<file path="config.mk">
export PLATFORM = sky130hd
export DESIGN_NAME = uart_rx_core
export DESIGN_NICKNAME = d
export VERILOG_FILES = /design/src/rtl/uart_rx_pkg.sv /design/src/rtl/uart_rx_tickgen.sv /design/src/rtl/uart_rx_core.sv
export SDC_FILE = /design/constraint.sdc
export NUM_CORES = 1
export LEC_CHECK = 0
export CAP_MARGIN = 20
export CORE_AREA = 2 2 78 80
export DETAILED_ROUTE_END_ITERATION = 7
export DIE_AREA = 0 0 80 82
export DONT_BUFFER_PORTS = 1
export PLACE_DENSITY = 0.46
export SKIP_CTS_REPAIR_TIMING = 1
export SYNTH_ARGS = -nofsm -noshare
export SYNTH_HDL_FRONTEND = slang
export SYNTH_HIERARCHICAL = 1
export SYNTH_SLANG_ARGS = --single-unit
</file>
<file path="constraint.sdc">
create_clock -name clk -period 5.63 [get_ports clk]
set_input_delay 0.563 -clock clk [delete_from_list [all_inputs] [get_ports clk]]
set_output_delay 0.563 -clock clk [all_outputs]
set_load 0.01 [all_outputs]
</file>
<file path="src/rtl/uart_rx_pkg.sv">
// rtl/uart_rx_pkg.sv - UART receiver state encoding and parameter ranges; UART_RX_PARITY_EN adds the PARITY state
package uart_rx_pkg;

    localparam int DATA_BITS_MIN  = 5;
    localparam int DATA_BITS_MAX  = 9;
    localparam int OVERSAMPLE_MIN = 8;
    localparam int OVERSAMPLE_MAX = 32;

    // Counter widths cover the widest legal configuration
    localparam int TICK_CNT_W = $clog2(OVERSAMPLE_MAX);
    localparam int BIT_IDX_W  = $clog2(DATA_BITS_MAX);

`ifdef UART_RX_PARITY_EN
    typedef enum logic [2:0] {
        ST_IDLE,
        ST_START,
        ST_DATA,
        ST_PARITY,
        ST_STOP
    } rx_state_t;
`else
    typedef enum logic [2:0] {
        ST_IDLE,
        ST_START,
        ST_DATA,
        ST_STOP
    } rx_state_t;
`endif

endpackage

</file>
<file path="src/rtl/uart_rx_tickgen.sv">
// rtl/uart_rx_tickgen.sv - free-running CLK_DIV divider producing the oversample tick, restartable
module uart_rx_tickgen #(
    parameter int CLK_DIV = 27
) (
    input  logic clk,
    input  logic rst_n,
    input  logic restart,
    output logic tick
);

    localparam int CNT_W = (CLK_DIV > 1) ? $clog2(CLK_DIV) : 1;
    localparam logic [CNT_W-1:0] CNT_LAST = CNT_W'(CLK_DIV - 1);

    logic [CNT_W-1:0] cnt;

    always_ff @(posedge clk) begin
        if (!rst_n || restart) begin
            cnt <= '0;
        end else if (cnt == CNT_LAST) begin
            cnt <= '0;
        end else begin
            cnt <= cnt + CNT_W'(1);
        end
    end

    assign tick = (cnt == CNT_LAST);

endmodule

</file>
<file path="src/rtl/uart_rx_core.sv">
// rtl/uart_rx_core.sv - oversampling UART receiver with valid/ready output; UART_RX_PARITY_EN enables parity checking
module uart_rx_core
    import uart_rx_pkg::*;
#(
    parameter int CLK_DIV    = 27,
    parameter int OVERSAMPLE = 16,
    parameter int DATA_BITS  = 8,
    parameter int STOP_BITS  = 1,
    parameter int PARITY_ODD = 0
) (
    input  logic                 clk,
    input  logic                 rst_n,
    input  logic                 rx,
    output logic [DATA_BITS-1:0] data,
    output logic                 valid,
    input  logic                 ready,
    output logic                 frame_err,
    output logic                 parity_err,
    output logic                 overrun,
    output logic                 busy
);

    localparam logic [TICK_CNT_W-1:0] TICK_MID  = TICK_CNT_W'(OVERSAMPLE / 2 - 1);
    localparam logic [TICK_CNT_W-1:0] TICK_LAST = TICK_CNT_W'(OVERSAMPLE - 1);
    localparam logic [BIT_IDX_W-1:0]  BIT_LAST  = BIT_IDX_W'(DATA_BITS - 1);
    localparam logic                  STOP_LAST = 1'(STOP_BITS - 1);

    rx_state_t               state;
    logic                    rx_meta, rxs, rxs_d;
    logic                    tick, start_edge, bit_mid;
    logic [TICK_CNT_W-1:0]   tick_cnt;
    logic [BIT_IDX_W-1:0]    bit_idx;
    logic                    stop_cnt;
    logic [DATA_BITS-1:0]    shift;
    logic                    fe_acc;
    logic                    done;

    always_ff @(posedge clk) begin
        if (!rst_n) begin
            rx_meta <= 1'b1;
            rxs     <= 1'b1;
            rxs_d   <= 1'b1;
        end else begin
            rx_meta <= rx;
            rxs     <= rx_meta;
            rxs_d   <= rxs;
        end
    end

    // A held-low line never produces a fresh falling edge, so a break yields a single frame
    assign start_edge = rxs_d & ~rxs;
    assign bit_mid    = tick && (tick_cnt == TICK_LAST);
    assign busy       = (state != ST_IDLE);

    uart_rx_tickgen #(
        .CLK_DIV (CLK_DIV)
    ) u_tickgen (
        .clk     (clk),
        .rst_n   (rst_n),
        .restart ((state == ST_IDLE) && start_edge),
        .tick    (tick)
    );

`ifdef UART_RX_PARITY_EN
    logic pe_acc;
`endif

    always_ff @(posedge clk) begin
        if (!rst_n) begin
            state    <= ST_IDLE;
            tick_cnt <= '0;
            bit_idx  <= '0;
            stop_cnt <= 1'b0;
            shift    <= '0;
            fe_acc   <= 1'b0;
            done     <= 1'b0;
`ifdef UART_RX_PARITY_EN
            pe_acc   <= 1'b0;
`endif
        end else begin
            done <= 1'b0;
            if (state != ST_IDLE && state != ST_START && tick) begin
                tick_cnt <= bit_mid ? '0 : tick_cnt + TICK_CNT_W'(1);
            end
            case (state)
                ST_IDLE: begin
                    if (start_edge) begin
                        state    <= ST_START;
                        tick_cnt <= '0;
                    end
                end
                ST_START: begin
                    if (tick) begin
                        if (tick_cnt == TICK_MID) begin
                            tick_cnt <= '0;
                            bit_idx  <= '0;
                            stop_cnt <= 1'b0;
                            fe_acc   <= 1'b0;
`ifdef UART_RX_PARITY_EN
                            pe_acc   <= 1'b0;
`endif
                            state    <= rxs ? ST_IDLE : ST_DATA;
                        end else begin
                            tick_cnt <= tick_cnt + TICK_CNT_W'(1);
                        end
                    end
                end
                ST_DATA: begin
                    if (bit_mid) begin
                        shift   <= {rxs, shift[DATA_BITS-1:1]};
                        bit_idx <= bit_idx + BIT_IDX_W'(1);
                        if (bit_idx == BIT_LAST) begin
`ifdef UART_RX_PARITY_EN
                            state <= ST_PARITY;
`else
                            state <= ST_STOP;
`endif
                        end
                    end
                end
`ifdef UART_RX_PARITY_EN
                ST_PARITY: begin
                    if (bit_mid) begin
                        pe_acc <= rxs ^ (^shift) ^ PARITY_ODD[0];
                        state  <= ST_STOP;
                    end
                end
`endif
                ST_STOP: begin
                    if (bit_mid) begin
                        fe_acc <= fe_acc | ~rxs;
                        if (stop_cnt == STOP_LAST) begin
                            state <= ST_IDLE;
                            done  <= 1'b1;
                        end else begin
                            stop_cnt <= 1'b1;
                        end
                    end
                end
                default: state <= ST_IDLE;
            endcase
        end
    end

    // Results are taken from shift/fe_acc the cycle after the last stop sample; both stay stable in IDLE
    always_ff @(posedge clk) begin
        if (!rst_n) begin
            data      <= '0;
            valid     <= 1'b0;
            frame_err <= 1'b0;
            overrun   <= 1'b0;
        end else begin
            frame_err <= 1'b0;
            overrun   <= 1'b0;
            if (done && valid && !ready) begin
                overrun <= 1'b1;
            end else if (done) begin
                data      <= shift;
                valid     <= 1'b1;
                frame_err <= fe_acc;
            end else if (valid && ready) begin
                valid <= 1'b0;
            end
        end
    end

`ifdef UART_RX_PARITY_EN
    always_ff @(posedge clk) begin
        if (!rst_n) begin
            parity_err <= 1'b0;
        end else begin
            parity_err <= done && !(valid && !ready) && pe_acc;
        end
    end
`else
    logic unused_parity_cfg;
    assign unused_parity_cfg = 1'(PARITY_ODD);
    assign parity_err        = 1'b0;
`endif

endmodule
</file>
==> reports/metrics.yaml <==
min_period_ns: 2.02
dr.pass1.iters: 4
worst_pin_slew_ns: 0.731
area_growth_pct: 9.81
die_x_um: 80
cp.arrival_ns: 2.21
crit_path_max_incr_delay_ns: 0.50
grt_pass1_vias: 1137
finalCritPeriodShare: 0.358
stdcell_count: 263
clock-sinks: 40
status: "complete, no violations"
synthFlopType: "dfxtp_1"
layout_common_cells: "dfxtp_1, nor2_1, nand2_1, a21oi_1, nand3_1"
row_count: 28
multi_input_area_um2: 798
initial_core_util: 0.291
slew_headroom: 0.512
cts_buffer_depth: 2
hpwl_um: 2060
antenna_cells: 0
clkSlewWorstSetupHoldPaths_ns: 0.08
finalHoldViolations: 0
synth_edf_count: 0
grt-ovfl-total: 0
wl_per_cell_um: 11.7
routed-via-count: 1227
cts_tree: "yes"
fin_tns_setup_ns: 0
place_ws_ns: 3.63
hold_class: "input port to flip-flop"
routed_wirelength_um: 3080
cap_viol_max_count: 0
antenna_found_initial: 0
power.leakage_uw: 0.000712
drc: 0
yosys.cell_types.count: 40
fmax_ghz: 0.496
io_pins: 17
core_area_mm2: 0.00575
path_class: "flip-flop to flip-flop"
cts_buffers: 5
avgSynthCellArea_um2: 8.80
syn_nets: 199
slew_viol_final: 0
post-route-util: 0.319
synthCells: 190
antenna_left: 0
drive_above_1_share: 0.0745
clk_latency_ns: 0.29
cts-htree-levels: 2
cpMaxStageDelayCell: "and4b_1"
cts-root-buf: "clkbuf_8"
setup_slack_ns: 3.61
rsz0062_at_grt: "false"
n_fill_cell: 609
track_usage: 0.106
dieHeight_um: 82
path_common_cell: "ha_1"
ys_seq_area_frac: 0.479
place.gp.congestion: 0.781
grt_pass1_wl_um: 5360
ys_seq_elements: 40
vias_per_cell: 4.67
peakVddDrop_mv: 0.129
worstPathMaxFanout: 12
ys_warn_count: 6
crit_chain: "ha_1, and3_1, ha_1, and4b_1, nand4_1, xor2_1, nor2_1"
async_reset_ff_frac: 0
numPortBuffers: 0
fin_skew_ns: 0.0133
final_common_cell: "dfxtp_1"
crit_required_ns: 5.82
finalSetupViolCount: 0
pwr_density_cell_mw_per_mm2: 297
end_kind: "flip-flop"
drtIter0Drc: 46
worst_setup_path_start_kind: "flip-flop"
critical-path-top-delay-family: "simple AND/OR/NAND/NOR gates"
cp_num_buf_inv: 0
regArea_um2: 801
synth_area_mm2: 0.00167
placedCellCount: 255
grt_max_degree: 23
die_area_mm2: 0.00656
num-nets-final: 196
cell type report:
class / count / area share
clock buffers: 5 / 0.0375
clock inverters: 3 / 0.0259
inverters: 7 / 0.0143
multi-input cells: 133 / 0.435
flip-flops and latches: 40 / 0.436
well taps: 75 / 0.0511
logic make-up (layout without fill, tap and decap cells):
kind of cell	after synthesis	in the layout	synth area share
other cells	1	1	0.00224
buf+inv	17	15	0.0434
mux	8	8	0.0479
compound gates	29	29	0.103
fa+ha+maj	5	5	0.0374
xor+xnor	5	5	0.0262
flops	40	40	0.479
simple gates	85	85	0.261
Yosys cell counts, drive strengths merged, types with 2 or more instances:
cell	number	area, um^2
and3	4	30.0
clkbuf	5	18.8
nand3	9	45.0
nand2b	5	31.3
nand4	2	12.5
a21oi	15	75.1
nor2	24	90.1
ha	5	62.6
nor2b	4	25.0
nand2	23	86.3
mux2i	8	80.1
nor3	2	10.0
xor2	4	35.0
inv	7	26.3
o21ai	6	30.0
or3b	2	20.0
and4b	2	20.0
buf	5	27.5
dfxtp	40	801
registers in the layout (all words and copies together) (netlist names):
signal         cells
fe_acc             1
frame_err          1
done               1
u_tickgen/cnt      5
bit_idx            4
valid              1
shift              8
rxs_d              1
tick_cnt           5
rxs                1
rx_meta            1
state              2
overrun            1
data               8
power by group:
group | switching [uW] | leakage (uW) | total, uW | internal (uW)
registers | 3.50 | 0.000323 | 289 | 286
logic | 7.68 | 0.000330 | 13.1 | 5.47
clock network | 108 | 0.0000583 | 242 | 134
total | 119 | 0.000712 | 544 | 425
stage by stage:
stage | cell area, um^2 | hold WS (ns) | total power [uW]
CTS | 1840 | 0.333 | 551
floorplan | 1670 | 0.386 | 308
global placement | 1720 | 0.392 | 310
finish | 1840 | 0.345 | 544
global route | 1840 | 0.326 | 571
detailed placement | 1720 | 0.394 | 309
metal layers:
metal  share of wire  GRT usage  wire length, um  up-vias
met2            0.43      0.152             1310       17
met3           0.046     0.0374              143        5
met5               0          0                0        -
li1                -          -                -      641
met1            0.52      0.146             1590      564
met4           0.012     0.0407               37        0
worst reg2reg max path: cells and delay by family (launching register included):
family,cells,cell delay (ns)
adder cells (fa/ha/maj),2,0.52
XOR/XNOR,1,0.15
flip-flops,1,0.37
AND/OR/NAND/NOR,4,0.88
final timing paths:
| check | from | endpoint | slack, ns | cells after the start |
|---|---|---|---|---|
| worst max-delay path | tick_cnt[0]$_SDFF_PN0_ | bit_idx[3]$_SDFFE_PN0P_ | 3.61 | 7 |
| worst min-delay path | rst_n | rx_meta$_SDFF_PN1_ | 0.34 | 1 |
| worst max register to register | tick_cnt[0]$_SDFF_PN0_ | bit_idx[3]$_SDFFE_PN0P_ | 3.61 | 7 |
| worst min register to register | rx_meta$_SDFF_PN1_ | rxs$_SDFF_PN1_ | 0.41 | 1 |
No activity file was read; power rests on OpenSTA's default activity.
